[config.mk]
export PLATFORM = sky130hd
export DESIGN_NAME = apb4_cmd_master
export DESIGN_NICKNAME = d
export VERILOG_FILES = /design/src/rtl/apb4_master_pkg.sv /design/src/rtl/apb4_cmd_master.sv
export SDC_FILE = /design/constraint.sdc
export NUM_CORES = 1
export LEC_CHECK = 0
export ABC_AREA = 1
export CAP_MARGIN = 5
export CORE_MARGIN = 10
export CORE_UTILIZATION = 47
export CTS_BUF_LIST = sky130_fd_sc_hd__clkbuf_8 sky130_fd_sc_hd__clkbuf_16
export DETAILED_ROUTE_END_ITERATION = 12
export GPL_ROUTABILITY_DRIVEN = 0
export GPL_TIMING_DRIVEN = 0
export HOLD_SLACK_MARGIN = 0.02
export PLACE_DENSITY = 0.86
export SLEW_MARGIN = 20
export SYNTH_ARGS = -nofsm -noshare
export SYNTH_HDL_FRONTEND = slang
export SYNTH_SLANG_ARGS = --single-unit
[constraint.sdc]
create_clock -name clk_i -period 3.1 [get_ports clk_i]
set_input_delay 0.62 -clock clk_i [delete_from_list [all_inputs] [get_ports clk_i]]
set_output_delay 0.62 -clock clk_i [all_outputs]
set_load 0.1 [all_outputs]
[src/rtl/apb4_master_pkg.sv]
`default_nettype none
// ============================================================================
// Module   : apb4_master_pkg
// Brief    : Shared types and constants for the APB4 command master.
// Revision : 1.0 - initial release
// ============================================================================
package apb4_master_pkg;

    // Transfer phases of the command master
    typedef enum logic [1:0] {
        IDLE   = 2'd0,
        SETUP  = 2'd1,
        ACCESS = 2'd2,
        RESP   = 2'd3
    } apb4_mst_state_e;

    // Normal, secure, data access
    localparam logic [2:0] APB4_PROT_DEFAULT = 3'b000;

endpackage : apb4_master_pkg
`default_nettype wire

[src/rtl/apb4_cmd_master.sv]
`default_nettype none
// ============================================================================
// Module   : apb4_cmd_master
// Brief    : Single-outstanding valid/ready command to APB4 initiator with a
//            programmable per-command ACCESS timeout and a valid/ready
//            response channel.
// Revision : 1.0 - initial release
// ============================================================================
module apb4_cmd_master
    import apb4_master_pkg::*;
#(
    parameter int ADDR_WIDTH = 32,
    parameter int DATA_WIDTH = 32,
    parameter int TMO_WIDTH  = 8
) (
    input  logic                    clk_i,
    input  logic                    rst_i,
    // command channel
    input  logic                    cmd_valid_i,
    output logic                    cmd_ready_o,
    input  logic [ADDR_WIDTH-1:0]   cmd_addr_i,
    input  logic                    cmd_write_i,
    input  logic [DATA_WIDTH-1:0]   cmd_wdata_i,
    input  logic [DATA_WIDTH/8-1:0] cmd_strb_i,
    input  logic [TMO_WIDTH-1:0]    cmd_tmo_i,
    // response channel
    output logic                    rsp_valid_o,
    input  logic                    rsp_ready_i,
    output logic [DATA_WIDTH-1:0]   rsp_rdata_o,
    output logic                    rsp_err_o,
    output logic                    rsp_tmo_o,
    // APB4 requester
    output logic [ADDR_WIDTH-1:0]   paddr_o,
    output logic [2:0]              pprot_o,
    output logic                    psel_o,
    output logic                    penable_o,
    output logic                    pwrite_o,
    output logic [DATA_WIDTH-1:0]   pwdata_o,
    output logic [DATA_WIDTH/8-1:0] pstrb_o,
    input  logic                    pready_i,
    input  logic                    pslverr_i,
    input  logic [DATA_WIDTH-1:0]   prdata_i
);

    localparam logic [TMO_WIDTH-1:0] c_tmo_one = {{(TMO_WIDTH-1){1'b0}}, 1'b1};

    apb4_mst_state_e         r_state;
    logic                    r_cmd_ready;
    logic                    r_rsp_valid;
    logic [DATA_WIDTH-1:0]   r_rsp_rdata;
    logic                    r_rsp_err;
    logic                    r_rsp_tmo;
    logic [ADDR_WIDTH-1:0]   r_paddr;
    logic                    r_psel;
    logic                    r_penable;
    logic                    r_pwrite;
    logic [DATA_WIDTH-1:0]   r_pwdata;
    logic [DATA_WIDTH/8-1:0] r_pstrb;
    logic [TMO_WIDTH-1:0]    r_tmo;
    logic [TMO_WIDTH-1:0]    r_cnt;

    logic                    w_accept;
    logic                    w_tmo_hit;

    assign w_accept  = cmd_valid_i && r_cmd_ready;
    // The last allowed ACCESS cycle is the one where the count reaches tmo-1
    assign w_tmo_hit = (r_tmo != '0) && (r_cnt == (r_tmo - c_tmo_one));

    // Transfer FSM; every output is a register updated here
    always_ff @(posedge clk_i) begin
        if (rst_i) begin
            r_state     <= IDLE;
            r_cmd_ready <= 1'b0;
            r_rsp_valid <= 1'b0;
            r_rsp_rdata <= '0;
            r_rsp_err   <= 1'b0;
            r_rsp_tmo   <= 1'b0;
            r_paddr     <= '0;
            r_psel      <= 1'b0;
            r_penable   <= 1'b0;
            r_pwrite    <= 1'b0;
            r_pwdata    <= '0;
            r_pstrb     <= '0;
            r_tmo       <= '0;
            r_cnt       <= '0;
        end else begin
            case (r_state)
                IDLE: begin
                    r_cmd_ready <= 1'b1;
                    if (w_accept) begin
                        r_cmd_ready <= 1'b0;
                        r_psel      <= 1'b1;
                        r_penable   <= 1'b0;
                        r_paddr     <= cmd_addr_i;
                        r_pwrite    <= cmd_write_i;
                        // Reads never present write data or strobes on the bus
                        r_pwdata    <= cmd_write_i ? cmd_wdata_i : '0;
                        r_pstrb     <= cmd_write_i ? cmd_strb_i  : '0;
                        r_tmo       <= cmd_tmo_i;
                        r_state     <= SETUP;
                    end
                end

                SETUP: begin
                    r_penable <= 1'b1;
                    r_cnt     <= '0;
                    r_state   <= ACCESS;
                end

                ACCESS: begin
                    if (pready_i) begin
                        // pready has priority over a timeout in the same cycle
                        r_rsp_rdata <= r_pwrite ? '0 : prdata_i;
                        r_rsp_err   <= pslverr_i;
                        r_rsp_tmo   <= 1'b0;
                        r_rsp_valid <= 1'b1;
                        r_psel      <= 1'b0;
                        r_penable   <= 1'b0;
                        r_pwrite    <= 1'b0;
                        r_state     <= RESP;
                    end else if (w_tmo_hit) begin
                        r_rsp_rdata <= '0;
                        r_rsp_err   <= 1'b1;
                        r_rsp_tmo   <= 1'b1;
                        r_rsp_valid <= 1'b1;
                        r_psel      <= 1'b0;
                        r_penable   <= 1'b0;
                        r_pwrite    <= 1'b0;
                        r_state     <= RESP;
                    end else if (r_cnt != '1) begin
                        r_cnt <= r_cnt + c_tmo_one;
                    end
                end

                RESP: begin
                    if (rsp_ready_i) begin
                        r_rsp_valid <= 1'b0;
                        r_rsp_rdata <= '0;
                        r_rsp_err   <= 1'b0;
                        r_rsp_tmo   <= 1'b0;
                        r_cmd_ready <= 1'b1;
                        r_state     <= IDLE;
                    end
                end

                default: begin
                    r_state <= IDLE;
                end
            endcase
        end
    end

    assign cmd_ready_o = r_cmd_ready;
    assign rsp_valid_o = r_rsp_valid;
    assign rsp_rdata_o = r_rsp_rdata;
    assign rsp_err_o   = r_rsp_err;
    assign rsp_tmo_o   = r_rsp_tmo;
    assign paddr_o     = r_paddr;
    assign pprot_o     = APB4_PROT_DEFAULT;
    assign psel_o      = r_psel;
    assign penable_o   = r_penable;
    assign pwrite_o    = r_pwrite;
    assign pwdata_o    = r_pwdata;
    assign pstrb_o     = r_pstrb;

endmodule : apb4_cmd_master
`default_nettype wire

==> metrics.txt <==
Clk network pwr share=0.278; Peak VDD IR=0.486 mV; Comb power frac=0.461; Final WS setup=0.514 ns; Clock Path Buffers=2; Routed Antenna Nets=0; WHS Endpoint=rsp_rdata_o[2]; layout cells sized above 1=0.0598; internal power=4.05 mW; antenna violations before repair=0; Sequential Power Share=0.262; P&R area growth vs syn=54.1%; GR Util met2=0.400; Sw Ratio=0.452; # Post-CTS Setup Buffers=0; row cnt=39; Initial Util=0.483; number of global-route vias before repair=a little over 6000; Worst path max stage delay=1.21 ns; Top Ports=225; WL final=20300 microns; vias post-DR=6157; final hold vios=0; Power Density=~870 nW/um^2; most frequent cells in the layout=clkdlybuf4s50_1, nand2_1, a21oi_1, dfxtp_1, nand3_1; largest net degree at the start of global routing=17; worst reg2reg path depth=8; P_leak=between 3 and 4 nW; worst-path maximum fanout=2; Worst setup SP type=flip-flop; dpl hpwl=between 10000 and 15000 microns; Worst R2R End=pwdata_o[25]; Arr. time, crit path=1.97 ns; RSZ-0062 raised after global routing=false; residual DRC count=0; Fmax=0.387 GHz; Sink Count=around 130; clk slew on worst S/H paths=about 0.050 ns; DRT Pass-1 Iters=6; CTS Hold Bufs=0; R2R setup slack=between 0.6 and 0.7 ns; CTS HTree Levels=4; Via density=5.45; Netlist Area Pre-Place=5540 sq um; CTS root buffer=clkbuf_16; Global Route Usage Sum=0.237; CP bufs+invs=1; Net Sw Power=3.35 mW; Fin Setup TNS=0 ns; CTS Buf Count=17; DP Worst Slack=0.608 ns; die area=16500 sq um; Worst Tran Pin Value=1.08 ns; Hold Startpoint=rsp_rdata_o[2]; Max-cap violations=0; first-pass GRT wire length=31400 microns; sequential share of the synthesized area=0.452; crit-path leading delay family=buffers and inverters; hold path depth=2; slew margin rel.=0.276; post-CTS sizing=0; post-route clock period utilization=0.834; fin area=8540 sq um; port bufs=219; Netlist cell types=31; Detailed Route Iter0 Violations=451; # diodes=0; Mapped Avg Cell Area=7.55 sq um; CP max-delay cell=clkdlybuf4s50_1; chip height=129 microns; DP Area=7920 sq um; most common cell after layout, fill and taps aside=clkdlybuf4s50_1; CP Cell Sequence=clkdlybuf4s50_1; Final Max Tran Viols=0; Skew-Pair Late Insertion Delay=0.42 ns; Yosys reg bits=125; Synth Instances=733; met3 GRT Util=0.112; Critical R2R Launch=r_state[0]; met1 Track Usage GR=0.247; Avg WL per Cell=18.0 microns; CTS tree=yes; CP endpoint kind=output pin; Placeable Area=~11000 sq um; Final Setup Violations=0; grt ovf=0; die width=129 microns; Required @ worst endpoint=2.48 ns; Ys Warns=0; worst min path class=flip-flop to flip-flop; final net count=1094; crit path time final=2.59 ns; WS Path Type=flip-flop to output pin; Worst Skew=0.00859 ns; busiest grt layer=met2; outcome=complete, no violations
cells by family (layout without fill, tap and decap cells):
family | Yosys count | count (layout) | synth area share
and+or+nand+nor | 361 | 361 | 0.319
AOI/OAI and AO/OA | 138 | 138 | 0.126
DFF | 125 | 125 | 0.452
buffers and inverters | 94 | 345 | 0.0757
xor gates and xnor gates | 8 | 8 | 0.0127
adders and majority gates | 6 | 6 | 0.0136
other | 1 | 3 | 0.000677
power by group through the flow:
stage / clock (mW) / sequential [mW] / combinational, mW
2_1_floorplan: 0 / 3.11 / 1.34
3_3_place_gp: 0 / 1.96 / 3.33
3_5_place_dp: 0 / 1.96 / 3.36
4_1_cts: 2.06 / 1.93 / 3.39
5_1_grt: 2.14 / 1.96 / 3.63
6_report: 2.05 / 1.94 / 3.41
worst max path at each step:
stage	start	end	slack, ns	cells after the start
after global placement	cmd_valid_i	paddr_o[3]	0.65	8
after global routing	pwrite_o	pwrite_o	0.48	1
after CTS	pwrite_o	pwrite_o	0.50	1
after floorplan	cmd_ready_o	pwdata_o[10]	1.14	7
final	paddr_o[9]	paddr_o[9]	0.51	1
after detailed placement	cmd_valid_i	paddr_o[1]	0.61	8
synth_stat cells:
master	n	area [sq um]
a21oi_1	125	626
a21oi_2	1	8.76
nand3_1	80	400
o21ai_0	10	50.1
ha_1	6	75.1
o21ai_2	1	8.76
xnor2_1	4	35.0
clkbuf_1	48	180
conb_1	1	3.75
nand3_2	2	20.0
nand3b_1	1	7.51
nand4_1	45	282
xor2_1	4	35.0
nand2_2	2	12.5
nor2_1	29	109
nor2_2	3	18.8
inv_1	27	101
nor3b_1	33	248
nand2_4	2	22.5
buf_1	3	11.3
inv_2	4	15.0
o21ai_1	1	5.00
clkbuf_2	1	5.00
nor2_4	2	22.5
nor3_1	2	10.0
buf_4	3	22.5
buf_6	7	78.8
nand2_8	1	20.0
buf_2	1	5.00
nand2_1	159	597
dfxtp_1	125	2500
per-layer routing:
metal  vias up  share of wire
met5         -              0
met4         0          0.035
met2       260           0.49
met1      2884           0.37
li1       2963              -
met3        50           0.11
flip-flops by register name, indices dropped and copies added, names as in the netlist:
register	cells
cmd_ready_o	1
paddr_o	32
penable_o	1
psel_o	1
pstrb_o	4
pwdata_o	32
pwrite_o	1
r_cnt	8
r_state	2
r_tmo	8
rsp_err_o	1
rsp_rdata_o	32
rsp_tmo_o	1
rsp_valid_o	1
worst reg2reg max path, delay by kind of cell (launching register included):
| family | cells | cell delay [ns] |
|---|---|---|
| compound gates | 1 | 0.21 |
| fa+ha+maj | 1 | 0.21 |
| buf+inv | 4 | 1.21 |
| flops | 1 | 0.39 |
| simple gates | 2 | 0.35 |
through the flow:
| stage | utilization | power, mW | cells | hold WS, ns |
|---|---|---|---|---|
| after floorplan | - | 4.45 | 735 | 0.459 |
| after global placement | 0.690 | 5.29 | 1097 | 0.446 |
| after detailed placement | 0.690 | 5.32 | 1097 | 0.449 |
| after CTS | 0.744 | 7.39 | 1129 | 0.457 |
| after global routing | 0.744 | 7.72 | 1129 | 0.475 |
| final | 0.744 | 7.40 | 1129 | 0.456 |
final cells by class:
| cell class | count | area, sq um |
|---|---|---|
| inverter | 31 | 116 |
| tap | 143 | 179 |
| sequential | 125 | 2500 |
| multi-input combinational | 516 | 2620 |
| fill | 837 | 2930 |
| timing repair buffer | 219 | 2190 |
| buffer | 63 | 303 |
| clock inverter | 7 | 83.8 |
| clock buffer | 25 | 536 |
Note: power is estimated with default switching activity, not from simulation.
